## src/rtl/lcd_hd44780_ctrl.sv

```systemverilog
// HD44780 character LCD sequencer: runs the power-up init sequence, then writes
// command/data bytes from a valid/ready port with registered, glitch-free pin timing.
module lcd_hd44780_ctrl #(
    parameter int unsigned POWERUP_CYC    = 750000,
    parameter int unsigned SETUP_CYC      = 4,
    parameter int unsigned EN_PULSE_CYC   = 25,
    parameter int unsigned HOLD_CYC       = 4,
    parameter int unsigned CMD_WAIT_CYC   = 2000,
    parameter int unsigned CLEAR_WAIT_CYC = 82000
) (
    input  logic       clk_i,
    input  logic       rst_ni,
    input  logic       req_valid_i,
    input  logic       req_rs_i,
    input  logic [7:0] req_data_i,
    output logic       req_ready_o,
    output logic       init_done_o,
    output logic       busy_o,
    output logic [7:0] lcd_data_o,
    output logic       lcd_rw_o,
    output logic       lcd_rs_o,
    output logic       lcd_en_o,
    output logic       lcd_on_o
);

    function automatic int unsigned max_u(input int unsigned a, input int unsigned b);
        return (a > b) ? a : b;
    endfunction

    localparam int unsigned MAX_CYC = max_u(max_u(max_u(POWERUP_CYC, SETUP_CYC),
                                                  max_u(EN_PULSE_CYC, HOLD_CYC)),
                                            max_u(CMD_WAIT_CYC, CLEAR_WAIT_CYC));
    localparam int unsigned CNT_W     = $clog2(MAX_CYC + 1);
    localparam int unsigned LAST_STEP = 5;

    localparam logic [CNT_W-1:0] PWR_LD = CNT_W'((POWERUP_CYC >= 2) ? POWERUP_CYC - 2 : 0);
    localparam logic [CNT_W-1:0] SU_LD  = CNT_W'(SETUP_CYC - 1);
    localparam logic [CNT_W-1:0] EN_LD  = CNT_W'(EN_PULSE_CYC - 1);
    localparam logic [CNT_W-1:0] HD_LD  = CNT_W'(HOLD_CYC - 1);
    localparam logic [CNT_W-1:0] CMD_LD = CNT_W'(CMD_WAIT_CYC - 1);
    localparam logic [CNT_W-1:0] CLR_LD = CNT_W'(CLEAR_WAIT_CYC - 1);

    // Byte load is folded into the transitions that enter ST_SETUP, so it costs no cycle.
    typedef enum logic [2:0] {
        ST_PWRUP,
        ST_SETUP,
        ST_EN_HI,
        ST_HOLD,
        ST_WAIT,
        ST_IDLE
    } state_t;

    function automatic logic [7:0] init_byte(input logic [2:0] idx);
        case (idx)
            3'd0, 3'd1, 3'd2: return 8'h38;
            3'd3:             return 8'h0C;
            3'd4:             return 8'h01;
            3'd5:             return 8'h06;
            default:          return 8'h00;
        endcase
    endfunction

    state_t           state_q, state_d;
    logic [CNT_W-1:0] cnt_q, cnt_d;
    logic [2:0]       step_q, step_d;
    logic [7:0]       data_d;
    logic             rs_d, en_d, ready_d, done_d;
    logic             is_slow_c;

    // Clear (0x01) and return-home (0x02/0x03) need the long post-write wait.
    assign is_slow_c = !lcd_rs_o && (lcd_data_o[7:2] == 6'd0) && (lcd_data_o[1:0] != 2'd0);

    always_comb begin
        state_d = state_q;
        cnt_d   = cnt_q;
        step_d  = step_q;
        data_d  = lcd_data_o;
        rs_d    = lcd_rs_o;
        done_d  = init_done_o;

        case (state_q)
            ST_PWRUP: begin
                // First post-reset cycle is flagged by lcd_on_o still being low.
                if (lcd_on_o ? (cnt_q == '0) : (POWERUP_CYC == 1)) begin
                    state_d = ST_SETUP;
                    cnt_d   = SU_LD;
                    step_d  = 3'd0;
                    data_d  = init_byte(3'd0);
                    rs_d    = 1'b0;
                end else if (!lcd_on_o) begin
                    cnt_d = PWR_LD;
                end else begin
                    cnt_d = cnt_q - CNT_W'(1);
                end
            end
            ST_SETUP: begin
                if (cnt_q == '0) begin
                    state_d = ST_EN_HI;
                    cnt_d   = EN_LD;
                end else begin
                    cnt_d = cnt_q - CNT_W'(1);
                end
            end
            ST_EN_HI: begin
                if (cnt_q == '0) begin
                    state_d = ST_HOLD;
                    cnt_d   = HD_LD;
                end else begin
                    cnt_d = cnt_q - CNT_W'(1);
                end
            end
            ST_HOLD: begin
                if (cnt_q == '0) begin
                    state_d = ST_WAIT;
                    cnt_d   = is_slow_c ? CLR_LD : CMD_LD;
                end else begin
                    cnt_d = cnt_q - CNT_W'(1);
                end
            end
            ST_WAIT: begin
                if (cnt_q != '0) begin
                    cnt_d = cnt_q - CNT_W'(1);
                end else if (init_done_o || (step_q == 3'(LAST_STEP))) begin
                    state_d = ST_IDLE;
                    done_d  = 1'b1;
                end else begin
                    state_d = ST_SETUP;
                    cnt_d   = SU_LD;
                    step_d  = step_q + 3'd1;
                    data_d  = init_byte(step_q + 3'd1);
                    rs_d    = 1'b0;
                end
            end
            ST_IDLE: begin
                if (req_valid_i) begin
                    state_d = ST_SETUP;
                    cnt_d   = SU_LD;
                    data_d  = req_data_i;
                    rs_d    = req_rs_i;
                end
            end
            default: begin
                state_d = ST_PWRUP;
                cnt_d   = '0;
            end
        endcase

        en_d    = (state_d == ST_EN_HI);
        ready_d = (state_d == ST_IDLE);
    end

    always_ff @(posedge clk_i or negedge rst_ni) begin
        if (!rst_ni) begin
            state_q     <= ST_PWRUP;
            cnt_q       <= '0;
            step_q      <= 3'd0;
            lcd_data_o  <= 8'h00;
            lcd_rs_o    <= 1'b0;
            lcd_en_o    <= 1'b0;
            lcd_on_o    <= 1'b0;
            init_done_o <= 1'b0;
            req_ready_o <= 1'b0;
        end else begin
            state_q     <= state_d;
            cnt_q       <= cnt_d;
            step_q      <= step_d;
            lcd_data_o  <= data_d;
            lcd_rs_o    <= rs_d;
            lcd_en_o    <= en_d;
            lcd_on_o    <= 1'b1;
            init_done_o <= done_d;
            req_ready_o <= ready_d;
        end
    end

    assign busy_o   = ~req_ready_o;
    assign lcd_rw_o = 1'b0;

endmodule

```

## config.mk

```make
export PLATFORM = sky130hd
export DESIGN_NAME = lcd_hd44780_ctrl
export DESIGN_NICKNAME = d
export VERILOG_FILES = /design/src/rtl/lcd_hd44780_ctrl.sv
export SDC_FILE = /design/constraint.sdc
export NUM_CORES = 1
export LEC_CHECK = 0
export ABC_AREA = 0
export CAP_MARGIN = 20
export CORE_UTILIZATION = 40
export DETAILED_ROUTE_END_ITERATION = 8
export GPL_TIMING_DRIVEN = 0
export PLACE_DENSITY = 0.6
export SKIP_LAST_GASP = 1
export SLEW_MARGIN = 20
export SYNTH_ARGS = -nofsm -noshare
export SYNTH_HDL_FRONTEND = slang
export SYNTH_SLANG_ARGS = --single-unit
```

## constraint.sdc

```tcl
create_clock -name clk_i -period 2.5 [get_ports clk_i]
set_input_delay 0.75 -clock clk_i [delete_from_list [all_inputs] [get_ports clk_i]]
set_output_delay 0.75 -clock clk_i [all_outputs]
set_load 0.01 [all_outputs]
```

After elaboration in Yosys (flattened, before gate mapping). Cells that the tools add are included.

Div/mod/pow operators: 0. Multipliers: 0. $lt $le $gt $ge: 0. Bitwise logic cells: 2. Shift operators: 0. Multiplexer cells: 34. Reduce and logical (&&, ||, !) cells: 17. Add/subtract/negate cells: 2. Equal/unequal tests: 18.

Operators with widths (count): 20-bit 2-to-1 mux (8); 20-bit case mux with 6 select lines (1); 8-bit 2-to-1 mux (4); 3-bit 2-to-1 mux (10); 6-bit case mux with 4 select lines (1); 8-bit case mux with 3 select lines (1); 20-bit logical NOT (1); 20-bit nonzero test (1); 20-bit by 1-bit subtractor with 20-bit output (second input constant) (1); 3-bit == test (second input constant) (6); 3-bit case mux with 6 select lines (1); 17-bit 2-to-1 mux (1); 3-bit by 2-bit == test with 1-bit output (second input constant) (5); 2-bit inequality test (second input constant) (4); 3-bit by 1-bit == test with 1-bit output (second input constant) (2); 3-bit logical NOT (2); 6-bit logical NOT (1); 3-bit case mux with 2 select lines (1); 1-bit 2-to-1 mux (5); 5-bit AND reduction (1); 4-bit AND reduction (1); 2-bit nonzero test (2); 3-bit by 1-bit adder with 3-bit output (second input constant) (1); 3-bit inequality test (second input constant) (1); 9 further kinds (11).

Bits in latches: 0. Register bits: 39. Memories kept: 0. Input bits: 12. Bits in read-only memories: 0. RAM bits: 0. Output and inout bits: 15.

Depth between registers and ports, before layout. Gate-level depths: netlist (run 1).

Depth in word-level cells: 7. Depth in mapped cells: 9.

Worst setup path after synthesis (run 1). Ideal clock, no wire load.

Kind: register -> register. Start: reg cnt_q[2]. End: reg cnt_q[5]. Setup slack: 0.133 ns. Path buffers: 2. Stages on the path, launching flop included: 8. Setup time: 0.126 ns. Arrival: 2.241 ns. Data required time: 2.374 ns. Period minus slack after synthesis: 2.367 ns. Cell sequence: dfrtp_1 buf_6 or4_4 or4_4 buf_6 o21ai_2 o21ai_1 a221o_1.

Cells in the longest elaborated chain, start to end: 4.

RTL lines: from (decl) (RTL line 64) `logic [CNT_W-1:0] cnt_q, cnt_d;`; from (signal assigned) (RTL line 165) `cnt_q <= cnt_d;`; 20-bit by 1-bit subtractor with 20-bit output or 20-bit logical NOT (tied branches); 20-bit 2-to-1 mux or 1-bit 2-to-1 mux (tied branches) (RTL line 90, 84); 20-bit 2-to-1 mux (RTL line 84) `if (lcd_on_o ? (cnt_q == '0) : (POWERUP_CYC == 1)) begin`; 20-bit case mux with 6 select lines (RTL line 81) `case (state_q)`.

Parallel ways exist; a longest one is shown, timed or not. A chain may end at the register's enable or synchronous reset.

Worst setup path in the final report (run 1).
Start: reg cnt_q[15]. End: reg cnt_q[3].

Cells in the longest elaborated chain, start to end: 4.

RTL lines (RTL line): 20-bit logical NOT; 1-bit 2-to-1 mux (84); 20-bit 2-to-1 mux (84); 20-bit case mux with 6 select lines (81).

Parallel ways exist; a longest one is shown, timed or not.

==> results of run 1 <==
-- layout by cell type, fill, tap and decap left out, types with 7 or more instances in the layout --
cell type / instances
a21oi_1: 19
dfrtp_1: 37
ha_1: 8
nand3_1: 12
clkbuf_1: 9
nor3_1: 8
clkbuf_8: 7
or3_1: 7
nand2_1: 22
buf_4: 17
nor2_1: 22
clkdlybuf4s50_1: 24
o21ai_0: 16
nor4_1: 8
inv_1: 13
-- area by class of cell --
cell class                 instances  area [um^2]
inverter                          14         52.6
buffer                            14         87.6
multi-input combinational        216         1510
sequential                        39          978
clock buffer                       8          100
fill                             572         2830
timing repair buffer              41          378
tap                               75         93.8
-- power groups by stage --
stage | clock [mW] | combinational (mW) | sequential, mW
after CTS | 0.485 | 0.116 | 0.654
after floorplan | 0 | 0.0589 | 0.665
after detailed placement | 0 | 0.115 | 0.667
final | 0.474 | 0.115 | 0.655
after global placement | 0 | 0.111 | 0.666
after global routing | 0.522 | 0.128 | 0.656
-- Yosys cell counts (4+ instances only) --
cell / count / share of area [%]
a21o_1: 4 / 1.2
a21oi_1: 21 / 4.2
a31oi_1: 4 / 0.99
a32o_1: 6 / 2.4
clkbuf_1: 10 / 1.5
dfrtp_1: 39 / 39
ha_1: 8 / 4.0
inv_1: 14 / 2.1
nand2_1: 22 / 3.3
nand2b_1: 4 / 0.99
nand3_1: 13 / 2.6
nor2_1: 22 / 3.3
nor3_1: 10 / 2.0
nor4_1: 10 / 2.5
o21ai_0: 17 / 3.4
or3_1: 7 / 1.7
-- per-layer routing --
layer / up-vias / GRT usage (%) / wire length, um
met3: 8 / 4.22 / 249
met2: 51 / 32.5 / 3050
met1: 1178 / 34.3 / 3540
met4: 0 / 6.07 / 100
met5: - / 0 / 0
li1: 1156 / - / -
-- state kept, by name, summed over array words and instances (netlist names) --
name         cells
cnt_q           20
step_q           3
lcd_on_o         1
lcd_en_o         1
init_done_o      1
lcd_data_o       8
state_q          3
req_ready_o      1
lcd_rs_o         1
-- kinds of logic (layout without fill, tap and decap cells) --
| family | after synthesis | after routing | share of synthesized area, % |
|---|---|---|---|
| compound gates | 87 | 87 | 23.9 |
| xor+xnor | 3 | 3 | 1.04 |
| fa+ha+maj | 8 | 8 | 3.95 |
| buf+inv | 29 | 77 | 5.24 |
| flops | 39 | 39 | 38.6 |
| mux | 5 | 5 | 2.13 |
| other cells | 2 | 2 | 0.297 |
| simple gates | 111 | 111 | 24.9 |
-- metrics by stage --
step                      std cells  utilization, %  setup slack (ps)  cell area (um^2)
final                           407            53.1              44.4              3200
after global placement          384            47.7              -628              2880
after CTS                       395            50.7             -90.4              3060
after global routing            407            53.1             -24.0              3200
after detailed placement        385            48.0              -658              2890
after floorplan                 284               -               133              2530
-- path summary, 6_finish.rpt --
check,slack [ps],from,end,cells after the start
max in group asynchronous,1630,rst_ni,lcd_data_o[7]$_DFFE_PN0P_,2
setup reg to reg,40,cnt_q[15]$_DFFE_PN0P_,cnt_q[3]$_DFFE_PN0P_,6
hold reg to reg,530,lcd_data_o[6]$_DFFE_PN0P_,lcd_data_o[6]$_DFFE_PN0P_,1
setup / recovery,40,cnt_q[15]$_DFFE_PN0P_,cnt_q[3]$_DFFE_PN0P_,6
min in group clk_i,530,lcd_data_o[6]$_DFFE_PN0P_,lcd_data_o[6]$_DFFE_PN0P_,1
hold / removal,380,rst_ni,cnt_q[14]$_DFFE_PN0P_,1
-- what timing repair did --
item | 4_1_cts | 5_1_grt
gates resized for setup | 12 | 11
pin swaps | 3 | 6
endpoints found under the setup margin | 24 | 30
cloned | 0 | 0
buffers inserted | 2 | 13
==> impl_metrics.csv, run 1 <==
group,metric,value,unit
pwr,internal-power,0.950,mW
detailed_routing,via_per_inst,5.88,
sta,rsz0062_at_grt,"yes",
logic_synthesis,synth_area,2530,um^2
critical_path,required,2680,ps
detailed_routing,wl_per_cell,17.0,um
logic_synthesis,synth_edf_count,0,
pwr,clock_power_share,38.1,%
sta,max_freq,0.407,GHz
critical_path,cp_max_fo,9,
logic_synthesis,synth_warnings,0,
placed_design,gp_congestion,0.885,
min_path,worstHoldPathType,"input pin to asynchronous set/reset pin",
placed_design,port_buffers,25,
detailed_routing,drt.antenna.violating_nets,0,
clocking,cts_sinks,39,
sta,period_share,98.2,%
logic_synthesis,async_flop_share,100,%
grt,gr-usage-all-layers,22.7,%
placed_design,hpwl,4990,um
critical_path,path_cells,"or4_4 -> nor4_4 -> buf_6 -> nand2_2 -> or3_1 -> a32o_1",
pwr,finalPower,1.24,mW
die,ioPinCount,27,
pwr,vdd_drop_max,0.245,mV
die,coreArea,6030,um^2
critical_path,crit_path_start_kind,"register",
logic_synthesis,synth_seq_cells,39,
critical_path,crit_path_end_kind,"register",
sta,fin_crit,2460,ps
clocking,path_clk_slew,90,ps
sta,skew,14.1,ps
logic_synthesis,synth_cell_types,64,
logic_synthesis,syn_avg_cell_area,8.91,um^2
clocking,ctsHoldBuffers,0,
logic_synthesis,postSynthNetCount,304,
detailed_routing,wl,6940,um
clocking,root_buffer,"clkbuf_8",
flow_run,maxCapViolCount,0,
critical_path,critPathKind,"register to register",
pwr,p_per_area,389,nW/um^2
sta,report.final.slew_viol_count,0,
outcome,outcome,"finished, final reports clean",
detailed_routing,drt_drc_violations_left,0,
die,fp.dieArea,6650,um^2
sta,finalSetupViolations,0,
die,die_w,81.6,um
detailed_routing,vias,2393,
die,die_h,81.6,um
die,rows,28,
critical_path,worstPathArrival,2630,ps
sta,setup_tns,0,ps
finish,finalNetCount,351,
logic_synthesis,yosysSeqAreaShare,38.6,%
critical_path,crit_slowest_cell,"or4_4",
grt,grt_pass1_wl,11400,um
clocking,cts_made_buffers,5,
grt,grt_pass1_vias,2195,
pwr,p_leak,1.23,nW
grt,grt_antenna_before_repair,0,
critical_path,cpPeakStageDelay,560,ps
clocking,cts_tree,"built",
finish,syn2layout_area_growth,26.4,%
detailed_routing,dr.pass1.iters,4,
grt,grt_overflow_total,0,
finish,antenna_cells,0,
clocking,clock_latency,300,ps
detailed_routing,dr.first_iter.drc_count,170,
pwr,power.share.sequential,52.6,%
critical_path,crit_buf_inv,1,
sta,finalHoldViolations,0,
logic_synthesis,ys.flop_type,"dfrtp_1",
clocking,htreeDepth,2,
critical_path,critPathTopFamily,"simple AND/OR/NAND/NOR gates",
die,start_util,42.0,%
logic_synthesis,syn_inst,284,
sta,hold_ws,383,ps
sta,tightest_slew,684,ps
pwr,p_switching,0.294,mW
clocking,cts.path.max_buffers,2,
sta,max_slew_margin,54.4,%
finish,drive_gt1_share,17.8,%
grt,grt_max_degree,24,
pwr,switching_share,23.6,%
pwr,pwr-share-comb,9.3,%
(Power assumes the default switching activity.)
==> inputs of run 2 (changes only) <==
--- a/config.mk
+++ b/config.mk
@@ -6,6 +6,7 @@
 export NUM_CORES = 1
 export LEC_CHECK = 0
 export ABC_AREA = 0
+export ABC_CLOCK_PERIOD_IN_PS = 2500
 export CAP_MARGIN = 20
 export CORE_UTILIZATION = 40
 export DETAILED_ROUTE_END_ITERATION = 8
==> results of run 2 <==
Final layout, timing and power as in run 1 (identical DEF).
